<file path="src/rtl/vga_timing_gen.sv">
// VGA raster timing source: pixel-rate enable, h/v position counters, sync pins,
// active-video flag, frame-start strobe and a programmable frame-rate tick.
module vga_timing_gen #(
    parameter int CLK_DIV     = 4,
    parameter int H_VISIBLE   = 640,
    parameter int H_FP        = 16,
    parameter int H_SYNC      = 96,
    parameter int H_BP        = 48,
    parameter int V_VISIBLE   = 480,
    parameter int V_FP        = 10,
    parameter int V_SYNC      = 2,
    parameter int V_BP        = 33,
    parameter int SYNC_ACTIVE = 0,
    parameter int TICK_FRAMES = 1
) (
    input  logic       clk,
    input  logic       reset,
    output logic       pclk_en,
    output logic [9:0] h_cnt,
    output logic [9:0] v_cnt,
    output logic       valid,
    output logic       hsync,
    output logic       vsync,
    output logic       frame_start,
    output logic       tick
);
    localparam int H_TOTAL = H_VISIBLE + H_FP + H_SYNC + H_BP;
    localparam int V_TOTAL = V_VISIBLE + V_FP + V_SYNC + V_BP;
    localparam int DIV_W   = (CLK_DIV > 2) ? $clog2(CLK_DIV) : 1;

    generate
        if (H_TOTAL > 1024 || V_TOTAL > 1024) begin : g_bad_total
            $error("vga_timing_gen: H_TOTAL/V_TOTAL must not exceed 1024");
        end
        if (CLK_DIV < 2 || CLK_DIV > 16) begin : g_bad_div
            $error("vga_timing_gen: CLK_DIV must be in 2..16");
        end
        if (TICK_FRAMES < 1 || TICK_FRAMES > 255) begin : g_bad_tick
            $error("vga_timing_gen: TICK_FRAMES must be in 1..255");
        end
    endgenerate

    // Compare in 11 bits so a 1024-wide region still decodes correctly.
    localparam logic [DIV_W-1:0] DIV_LAST  = DIV_W'(CLK_DIV - 1);
    localparam logic [9:0]       H_LAST    = 10'(H_TOTAL - 1);
    localparam logic [9:0]       V_LAST    = 10'(V_TOTAL - 1);
    localparam logic [10:0]      H_VIS     = 11'(H_VISIBLE);
    localparam logic [10:0]      V_VIS     = 11'(V_VISIBLE);
    localparam logic [10:0]      HS_START  = 11'(H_VISIBLE + H_FP);
    localparam logic [10:0]      HS_END    = 11'(H_VISIBLE + H_FP + H_SYNC);
    localparam logic [10:0]      VS_START  = 11'(V_VISIBLE + V_FP);
    localparam logic [10:0]      VS_END    = 11'(V_VISIBLE + V_FP + V_SYNC);
    localparam logic [7:0]       TICK_LAST = 8'(TICK_FRAMES - 1);
    localparam logic             SYNC_ON   = 1'(SYNC_ACTIVE);
    localparam logic             SYNC_OFF  = ~SYNC_ON;

    logic [DIV_W-1:0] div_cnt;
    logic [7:0]       frm_cnt;
    logic [9:0]       h_nxt;
    logic [9:0]       v_nxt;
    logic             frame_wrap;
    logic             div_last;

    assign div_last = (div_cnt == DIV_LAST);

    always_comb begin
        h_nxt      = h_cnt + 10'd1;
        v_nxt      = v_cnt;
        frame_wrap = 1'b0;
        if (h_cnt == H_LAST) begin
            h_nxt = 10'd0;
            if (v_cnt == V_LAST) begin
                v_nxt      = 10'd0;
                frame_wrap = 1'b1;
            end else begin
                v_nxt = v_cnt + 10'd1;
            end
        end
    end

    // All outputs change on the same edge as the counters; decodes use the
    // next-state position so they line up with h_cnt/v_cnt without skew.
    always_ff @(posedge clk or posedge reset) begin
        if (reset) begin
            div_cnt     <= '0;
            frm_cnt     <= '0;
            h_cnt       <= '0;
            v_cnt       <= '0;
            pclk_en     <= 1'b0;
            valid       <= 1'b0;
            hsync       <= SYNC_OFF;
            vsync       <= SYNC_OFF;
            frame_start <= 1'b0;
            tick        <= 1'b0;
        end else begin
            pclk_en     <= 1'b0;
            frame_start <= 1'b0;
            tick        <= 1'b0;
            if (div_last) begin
                div_cnt <= '0;
                pclk_en <= 1'b1;
                h_cnt   <= h_nxt;
                v_cnt   <= v_nxt;
                valid   <= ({1'b0, h_nxt} < H_VIS) && ({1'b0, v_nxt} < V_VIS);
                hsync   <= (({1'b0, h_nxt} >= HS_START) && ({1'b0, h_nxt} < HS_END))
                           ? SYNC_ON : SYNC_OFF;
                vsync   <= (({1'b0, v_nxt} >= VS_START) && ({1'b0, v_nxt} < VS_END))
                           ? SYNC_ON : SYNC_OFF;
                if (frame_wrap) begin
                    frame_start <= 1'b1;
                    if (frm_cnt == TICK_LAST) begin
                        tick    <= 1'b1;
                        frm_cnt <= '0;
                    end else begin
                        frm_cnt <= frm_cnt + 8'd1;
                    end
                end
            end else begin
                div_cnt <= div_cnt + 1'b1;
            end
        end
    end
endmodule

</file>
<file path="config.mk">
export PLATFORM = sky130hd
export DESIGN_NAME = vga_timing_gen
export DESIGN_NICKNAME = d
export VERILOG_FILES = /design/src/rtl/vga_timing_gen.sv
export SDC_FILE = /design/constraint.sdc
export NUM_CORES = 1
export LEC_CHECK = 0
export ABC_AREA = 1
export CAP_MARGIN = 20
export CELL_PAD_IN_SITES_DETAIL_PLACEMENT = 1
export CELL_PAD_IN_SITES_GLOBAL_PLACEMENT = 2
export CORE_AREA = 10 10 82 102
export CTS_CLUSTER_SIZE = 20
export DETAILED_ROUTE_END_ITERATION = 7
export DIE_AREA = 0 0 92 112
export DONT_BUFFER_PORTS = 1
export GPL_ROUTABILITY_DRIVEN = 0
export PLACE_DENSITY = 0.72
export SKIP_LAST_GASP = 1
export SLEW_MARGIN = 25
export SYNTH_ARGS = -nofsm -noshare
export SYNTH_HDL_FRONTEND = slang
export SYNTH_SLANG_ARGS = --single-unit
</file>
<file path="constraint.sdc">
create_clock -name clk -period 1.85 [get_ports clk]
set_clock_uncertainty 0.1 [all_clocks]
set_input_delay 0.37 -clock clk [delete_from_list [all_inputs] [get_ports clk]]
set_output_delay 0.37 -clock clk [all_outputs]
set_load 0.03 [all_outputs]
</file>
==> summary.txt <==
Floorplan
  • Row count: 33
  • Starting Density: 34.9%
  • Die Footprint: 10300 um2
  • CORE AREA: 6440 um2
  • Die width: 92 um
  • Die H: 112 um
  • I/O Pins: 28

Clock network
  • Total CTS buffers: 5
  • TritonCTS clock tree: done
  • CTS max path bufs: 2
  • CTS clk-pin slew, worst paths: 80 ps
  • Htree depth: 2
  • CTS Root Cell: clkbuf_8
  • Worst skew pair latency: 290 ps
  • CTS Sinks: 36

Status
  • Status: finished with violations
  • Failing checks: setup timing

Critical path
  • Critical Path RT: 1960 ps
  • Worst Path Class, Setup: reg -> reg
  • Crit path max-delay cell type: dfrtp_2
  • CP cell instances: ha_4, nand2_4, nor2_4, nand4_1, buf_4, nor3_4, buf_6, nand3_1, o21ai_0
  • Critical path arrival: 1970 ps
  • Critical Path Max Stage Delay: 410 ps
  • CP max FO: 5
  • Worst setup SP type: flip-flop
  • Kind of end point of the critical path: flip-flop

Synth
  • Mapped Area: 2250 um2
  • Yosys warning total: 0
  • Synth async-reset ratio: 100%
  • Post-synthesis mux area share: 0%
  • Largest family of logic cells by synthesized area: simple AND/OR/NAND/NOR gates
  • Synth top cells by count: 96 x nand2_1, 34 x dfrtp_1, 33 x inv_1
  • Main flop type after synthesis: dfrtp_1
  • Simple-gate share of the synthesized area: 38.3%
  • Post-synth EDFFs: 0
  • Synthesized area per cell: 7.52 um2
  • XOR/XNOR Fraction of Synth Area: 3.50%
  • Synth Area in Compound Gates: 7.34%
  • Synth Instances: 299
  • Number of library cell types mapped by synthesis: 32
  • Post-synthesis sequential area ratio: 40.2%
  • Syn Nets: 307
  • Top post-synthesis cells by area: dfrtp_1 38%, nand2_1 16%, inv_1 5.5%
  • #FFs+latches synth: 36
  • Synth area leader: dfrtp_1
  • Yosys top cell area share: 37.8%
  • Cell with the most instances after synthesis: nand2_1
  • Synth Area in Adders: 3.34%

Pwr
  • Comb pwr share: 1.3%
  • Int Power: 1.19 mW
  • P_sw: 0.330 mW
  • Sequential power share: 51.8%
  • Power Density: 484 nW/um2
  • Clock Power Share: 47.0%
  • P_leak: 1.48 nW
  • Peak supply drop: 456 uV
  • Switching portion of total power: 21.7%

Layout
  • Seq. cell area: 912 um2
  • Fillcell total: 826
  • Fin util: 48.7%
  • Share of cells above drive strength 1: 39.2%
  • Diodes inserted: 0
  • Nets: 372
  • Multi-input logic area: 1370 um2
  • P&R area growth vs syn: 39.3%

Timing
  • Setup Viol. Count Final: 2
  • Worst Tran Pin Value: 482 ps
  • RSZ-0062 raised after global routing: true
  • Final WS setup: -5.87 ps
  • Final hold vios: 0
  • Slew Limit Fails: 0
  • Fmax: 0.539 GHz
  • Tmin final: 1860 ps
  • Max transition margin: 67.9%
  • Crit share post-route: 100%

Global route
  • Largest net degree at the start of global routing: 37
  • First-pass GRT wire length: 11300 um
  • Total track usage: 13.4%
  • Initial antenna violation count: 0
  • GRT Residual Overflow: 0
  • Vias in the first global route: 2215

Detailed routing
  • Vias: 2179
  • Routed Antenna Nets: 0
  • DR iter-0 viols: 69
  • Drt wl/cell: 15.6 um
  • Vias/cell: 4.82
  • Residual DRC: 0
  • Final Routed Wirelength: 7040 um
  • Detailed-router iteration count before antenna repair: 4

Placement
  • Dpl ws: -145 ps
  • Final HPWL DP: 5140 um
  • I/O Buffers: 0

Job
  • Max Cap Viol: 0

Hold path
  • Min-Delay Path Class: reg -> reg
[path summary, 6_finish.rpt]
kind | from | to | slack, ps | depth (start not counted)
setup / recovery | h_cnt[0]$_DFFE_PP0P_ | frm_cnt[0]$_DFFE_PP0P_ | -6 | 9
hold / removal | div_cnt[0]$_DFF_PP0_ | div_cnt[0]$_DFF_PP0_ | 330 | 1
setup reg to reg | h_cnt[0]$_DFFE_PP0P_ | frm_cnt[0]$_DFFE_PP0P_ | -6 | 9
hold reg to reg | div_cnt[0]$_DFF_PP0_ | div_cnt[0]$_DFF_PP0_ | 330 | 1
max in group asynchronous | reset | v_cnt[5]$_DFFE_PP0P_ | 750 | 3
min in group asynchronous | reset | frm_cnt[4]$_DFFE_PP0P_ | 530 | 3
[sequential cells by signal, indices dropped and copies added (netlist names)]
| signal | cells |
|---|---|
| div_cnt | 2 |
| vsync | 1 |
| tick | 1 |
| hsync | 1 |
| h_cnt | 10 |
| valid | 1 |
| pclk_en | 1 |
| frm_cnt | 8 |
| v_cnt | 10 |
| frame_start | 1 |
[final cells by class]
type | instances | share of cell area, %
Clock buffer | 5 | 2.20
Clock inverter | 3 | 1.36
Inverter | 37 | 4.51
Multi-Input combinational cell | 221 | 43.8
Sequential cell | 36 | 29.1
Tap cell | 87 | 3.47
Timing Repair Buffer | 63 | 15.5
[layer usage]
layer  GRT usage (%)  wire (um)
met5               0          0
met4            4.02         74
met3            3.02        319
met2            23.3       3820
met1            15.8       2830
[critical path, delay by kind of cell (launching register included)]
family          cells  cell delay, ps
simple gates        5             590
compound gates      1              90
buf+inv             2             360
fa+ha+maj           1             200
flops               1             410
[power by group through the flow]
stage / Combinational [mW] / Sequential [mW] / Clock, mW
finish: 0.0191 / 0.786 / 0.713
global route: 0.0227 / 0.786 / 0.774
CTS: 0.0208 / 0.786 / 0.735
detailed placement: 0.0192 / 0.802 / 0
global placement: 0.0192 / 0.802 / 0
floorplan: 0.0115 / 0.802 / 0
[timing repair]
item,4_1_cts,5_1_grt
hold endpoints to repair,18,0
hold buffers,1,0
endpoints found under the setup margin,10,16
pin swaps,9,32
gates resized for setup,16,46
buffers inserted,3,9
[kinds of logic (layout without fill, tap and decap cells)]
logic type | Yosys count | after routing
AND/OR/NAND/NOR | 175 | 175
buffers and inverters | 42 | 108
flip-flops | 36 | 36
AO/OA/AOI/OAI | 31 | 31
XOR/XNOR | 9 | 9
adder cells (fa/ha/maj) | 6 | 6
[through the flow]
stage | setup TNS [ps] | instances | total power, mW | cell area [um2] | hold WS (ps)
2_1_floorplan | 0 | 299 | 0.813 | 2250 | 303
3_3_place_gp | -244 | 433 | 0.821 | 2730 | 311
3_5_place_dp | -458 | 433 | 0.821 | 2730 | 319
4_1_cts | -35.6 | 444 | 1.54 | 2930 | 334
5_1_grt | -752 | 452 | 1.58 | 3130 | 340
6_report | -9.26 | 452 | 1.52 | 3130 | 327
[cell usage in the layout, fill, tap and decap left out, drive strengths merged]
| cell | instances |
|---|---|
| nand2 | 102 |
| buf | 62 |
| inv | 36 |
| dfrtp | 34 |
| nor2 | 34 |
| o21ai | 25 |
| nand3 | 19 |
| nand4 | 11 |
| xor2 | 7 |
| nor3 | 7 |
| ha | 6 |
| clkbuf | 5 |
| o21bai | 2 |
| o21a | 2 |
| xnor2 | 2 |
| dfstp | 2 |
| clkinv | 2 |
| a21oi | 2 |
| or2 | 1 |
| nor4 | 1 |
| bufinv | 1 |
| clkinvlp | 1 |
| dlygate4sd3 | 1 |
(Power assumes the default switching activity.)
==> RTL edit 1: new RTL, same flow settings <==
Set the parameter `CLK_DIV` to 8 (it was 4).
--- a/src/rtl/vga_timing_gen.sv
+++ b/src/rtl/vga_timing_gen.sv
@@ -2,5 +2,5 @@
 // active-video flag, frame-start strobe and a programmable frame-rate tick.
 module vga_timing_gen #(
-    parameter int CLK_DIV     = 4,
+    parameter int CLK_DIV     = 8,
     parameter int H_VISIBLE   = 640,
     parameter int H_FP        = 16,
Formal check against the unedited RTL: not equivalent (Yosys sat finds a counterexample within 10 cycles, from zero or initial values and one cycle with reset high).
==> RTL edit 1 against the unedited design <==
Global-route usage increased by 0.44 points. Final area decreased by 2.8%. Worst setup slack improved by 41 ps. Non-clock buffer count decreased by 14. Synthesized area is 1.8% higher. Count of clock-buffer cells in the layout up 1. Power is 4.1% higher. Die area unchanged. Utilization decreased by 1.3 points. Sequential cell count rose by 1. Clock power increased by 5.8%. Wire length is 0.44% lower. Critical endpoint is now frm_cnt[6]. Largest cell class unchanged. Largest power group unchanged. Highest routed layer unchanged.
==> RTL edit 1: results (changes against the unedited design) <==
* Status: finished clean
* Delay of the slowest critical-path stage at 390 ps (-20 ps)
* Top cells by count, synth: nand2_1, inv_1, dfrtp_1, nand3_1, nor2_1
* Clk tree area frac at 3.94% (+0.39 points)
* Measured slew at the worst slew-check pin at 491 ps (+9.14 ps)
* Count of distinct cell types in the synthesized netlist at 31 (-3.1%)
* Met2 Usage GRT at 25.4% (+2.1 points)
* Crit path max fanout at 7 (+2)
* Sequential share of the synthesized area at 40.5% (+0.37 points)
* Vias in the first global route at 2,379 (+7.4%)
* Fill count at 817 (-1.1%)
* XOR/XNOR share of the synthesized area at 2.68% (-0.83 points)
* Resize count post-CTS at 3 (-13)
* Clock buffer count at 6 (+1)
* Compound-Gate Fraction of Synth Area at 6.66% (-0.68 points)
* Share of cells above drive strength 1 at 32.6% (-6.6 points)
* PD cells at 519 nW/um^2 (+7.1%)
* Global-route wire length before repair at 11,600 um (+3.1%)
* Multi-input gates at 220 (-0.45%)
* Routed met1 length at 2900 um (+2.5%)
* Post-CTS setup buffer count at 4 (+1)
* Synth top area cells: dfrtp_1, nand2_1, nand3_1
* Fraction of area in registers at 30.8% (+1.7 points)
* Inverters at 42 (+14%)
* Crit path DAT at 1890 ps (-80 ps)
* Post-synthesis adder-cell area fraction at 3.82% (+0.49 points)
* DP HPWL at 5300 um (+3.1%)
* Via density at 4.92 (+2.1%)
* Met3 usage in global routing at 3.63% (+0.60 points)
* Reg2reg end: frm_cnt[6]
* Nets at 364 (-2.2%)
* Max VDD drop at 0.000355 V (-22%)
* Clock sinks at 37 (+2.8%)
* WL/cell at 15.8 um (+1.6%)
* Post-DP Area at 2650 um^2 (-2.7%)
* Fraction of area in multi-input gates at 43.3% (-0.56 points)
* Reg2reg start: h_cnt[1]
* R2R setup slack at 40 ps (+40 ps)
* Global-route usage over all layers at 13.8% (+0.44 points)
* Post-synthesis mux area share at 0.492% (+0.49 points)
* Length in cells of the worst reg-to-reg path at 8 (-1)
* Non-CTS buffers at 49 (-22%)
-- RTL edit 1: cell count changes in the layout (fill, tap and decap cells not counted), moves of 4 or more --
| cell | before | now |
|---|---|---|
| inv_1 | 27 | 35 |
| buf_4 | 59 | 42 |
| xor2_1 | 7 | 3 |
| nand2_1 | 83 | 77 |
| nor2_4 | 12 | 7 |
| o21ai_1 | 6 | 1 |
| nand3_1 | 10 | 26 |
| a21oi_1 | 1 | 7 |
| nand2_2 | 15 | 9 |
-- RTL edit 1: where the power goes --
part / total (mW) / switching, mW / internal, mW
clock network: 0.754 / 0.315 / 0.439
logic: 0.0194 / 0.0165 / 0.00296
registers: 0.808 / 0 / 0.808
-- RTL edit 1: through the flow --
stage	std cells	worst slack, ps	power, mW	TNS [ps]	hold slack (ps)
after floorplan	307	12.0	0.836	0	303
after global placement	423	20.9	0.844	0	314
after detailed placement	423	5.29	0.844	0	321
after CTS	436	-3.05	1.61	-3.05	342
after global routing	443	-90.3	1.64	-330	358
final	443	35.5	1.58	0	338
-- RTL edit 1: kinds of logic (layout without fill, tap and decap cells) --
kind of cell	Yosys count	count (layout)
buffers and inverters	50	99
adder cells (fa/ha/maj)	7	7
XOR/XNOR	7	7
AND/OR/NAND/NOR	175	175
multiplexers	1	1
AO/OA/AOI/OAI	30	30
flip-flops	37	37
-- RTL edit 1: worst max-delay path by stage --
stage / from / endpoint / slack [ps] / cells after the start
5_1_grt: v_cnt[0] / vsync / -90 / 13
4_1_cts: v_cnt[0] / valid / -3 / 13
2_1_floorplan: h_cnt[9] / frm_cnt[5] / 10 / 10
3_3_place_gp: v_cnt[0] / frm_cnt[5] / 20 / 10
3_5_place_dp: v_cnt[1] / frm_cnt[5] / 5 / 10
6_report: h_cnt[1] / frm_cnt[6] / 40 / 8
==> RTL edit 2: new RTL, same settings <==
Without the edit above. Compare `v_cnt` against `V_LAST` with >= in place of ==.
--- a/src/rtl/vga_timing_gen.sv
+++ b/src/rtl/vga_timing_gen.sv
@@ -70,5 +70,5 @@
         if (h_cnt == H_LAST) begin
             h_nxt = 10'd0;
-            if (v_cnt == V_LAST) begin
+            if (v_cnt >= V_LAST) begin
                 v_nxt      = 10'd0;
                 frame_wrap = 1'b1;
Formal check against the unedited RTL: no difference found for any inputs over 10 cycles, from zero or initial values and one cycle with reset high; that may be too few to reach the edited logic, so the function may still have changed.
==> RTL edit 2 against the unedited design <==
First-iteration DRC count fell by 59%. Worst setup slack better by 49 ps. Synthesized cell count rose by 0.67%. Critical path depth increased by 2. Sequential cell count unchanged. Clock power decreased by 25%. Final area fell by 7.8%. Power shrank 12%. Synthesized area decreased by 1.2%. Wire length fell by 5.8%. Via count is 3.2% lower.
==> RTL edit 2: results (changes against the unedited design) <==
* Reg2reg start: h_cnt[1]
* Power, Total at 1.34 mW (-12%)
* DRT Wirelength at 6640 um (-5.8%)
* Register area at 907 um^2 (-0.55%)
* Hold Crit Start: div_cnt[0]
* Area Overhead vs Synth at 30.0%
* Syn Area/Cell at 7.39 um^2 (-1.8%)
* Leakage at 1.44 nW (-2.8%)
* Largest net degree at the start of global routing at 37 (unchanged)
* Non-CTS buffers at 53 (-16%)
* Status: finished clean
* Num CTS Buffers at 5 (unchanged)
* Global-route wire length before repair at 10,900 um (-3.4%)
* Fraction of area in multi-input gates at 41.3% (-2.5 points)
* Sequential cells at 36 (unchanged)
* Worst-Skew Late Latency at 280 ps
* Fill count at 853 (+3.3%)
* Clock buffer count at 7 (+2)
* Length in cells of the worst reg-to-reg path at 11 (+2)
* Delay of the slowest critical-path stage at 390 ps (-20 ps)
* Worst Hold Class: flip-flop to flip-flop
* Share of cells above drive strength 1 at 28.6% (-11 points)
* Clk tree area frac at 2.81% (-0.74 points)
* Synth top area cells: dfrtp_1, nand2_1, inv_1
* Final setup violation count at 0 (-2)
* Syn Nets at 309 (+0.65%)
* Via density at 4.75 (-1.5%)
* Vias in the first global route at 2,194 (-0.95%)
* R2R setup slack at 40 ps (+50 ps)
* Multi-input gates at 212 (-4.1%)
* Register share of total power at 58.7% (+6.9 points)
* Max VDD drop at 0.000286 V (-37%)
* CTS Root Cell: clkbuf_8
* Top cells by count, synth: nand2_1, inv_1, dfrtp_1, nand3_1, nor2_1
* DR iter-0 viols at 28 (-59%)
* DP HPWL at 5080 um (-1.2%)
* DRC Markers at 0 (unchanged)
* Count of distinct cell types in the synthesized netlist at 31 (-3.1%)
* Crit path DAT at 1920 ps (-50 ps)
* Worst relative slew slack at 68.6% (+0.71 points)
* Reg2reg end: hsync
* Cells after DPL at 422 (-2.5%)
* Crit path max fanout at 4 (-1)
* Antenna violations before repair at 0 (unchanged)
* Ys async rst share at 100% (unchanged)
* Sw Pwr at 0.287 mW (-13%)
* WL/cell at 14.9 um (-4.1%)
* Crit Path Class: flip-flop to flip-flop
* Inverters at 48 (+30%)
* Final non-clock buffer share at 14.2% (-1.3 points)
* Nets at 364 (-2.2%)
* Global-route usage over all layers at 12.9% (-0.47 points)
* CTS max path bufs at 2 (unchanged)
* Sequential share of the synthesized area at 40.6% (+0.47 points)
-- RTL edit 2: cell count changes after synthesis, moves of 2 or more --
cell / delta
clkinv_2: +2
nor3_4: -2
nand2_1: -14
nor2_1: +3
inv_1: +9
xnor2_1: -2
nand2_2: -2
xor2_1: +2
a21oi_1: +2
nand4_1: -4
nand3_2: -3
nand3_1: +11
-- RTL edit 2: what timing repair did --
item / 4_1_cts / 5_1_grt
setup endpoints to repair: 4 / 9
hold buffers: 1 / 0
hold endpoints to repair: 24 / 0
resized for setup: 4 / 20
buffers inserted: 4 / 9
pin swaps: 4 / 14
-- RTL edit 2: kinds of logic after synthesis --
family	count (synthesis)	synth area share, %
flip-flops	36	40.6
adder cells (fa/ha/maj)	6	3.38
XOR/XNOR	9	3.55
buffers and inverters	53	9.17
AO/OA/AOI/OAI	33	8.16
AND/OR/NAND/NOR	164	35.1
-- RTL edit 2: stage by stage --
step / setup TNS [ps] / util (%) / setup slack, ps / hold slack (ps) / instance area (um^2)
2_1_floorplan: 0 / - / 9.05 / 303 / 2230
3_3_place_gp: 0 / 40.5 / 21.1 / 300 / 2610
3_5_place_dp: -85.2 / 40.5 / -40.0 / 301 / 2610
4_1_cts: 0 / 42.6 / 3.16 / 331 / 2750
5_1_grt: -322 / 44.9 / -82.5 / 368 / 2890
6_report: 0 / 44.9 / 43.2 / 331 / 2890
-- RTL edit 2: critical path: cells and delay by family (launching register included) --
family	cells	cell delay (ps)
AND/OR/NAND/NOR	7	680
flip-flops	1	390
AO/OA/AOI/OAI	1	220
buffers and inverters	2	210
adder cells (fa/ha/maj)	1	150
-- RTL edit 2: routing by layer --
metal	track usage, %	up-vias	share of wire (%)
met5	0	-	0
met4	3.51	0	1.4
met3	3.16	11	3.8
met2	23.5	26	55
met1	14.4	1015	40
li1	-	1057	-
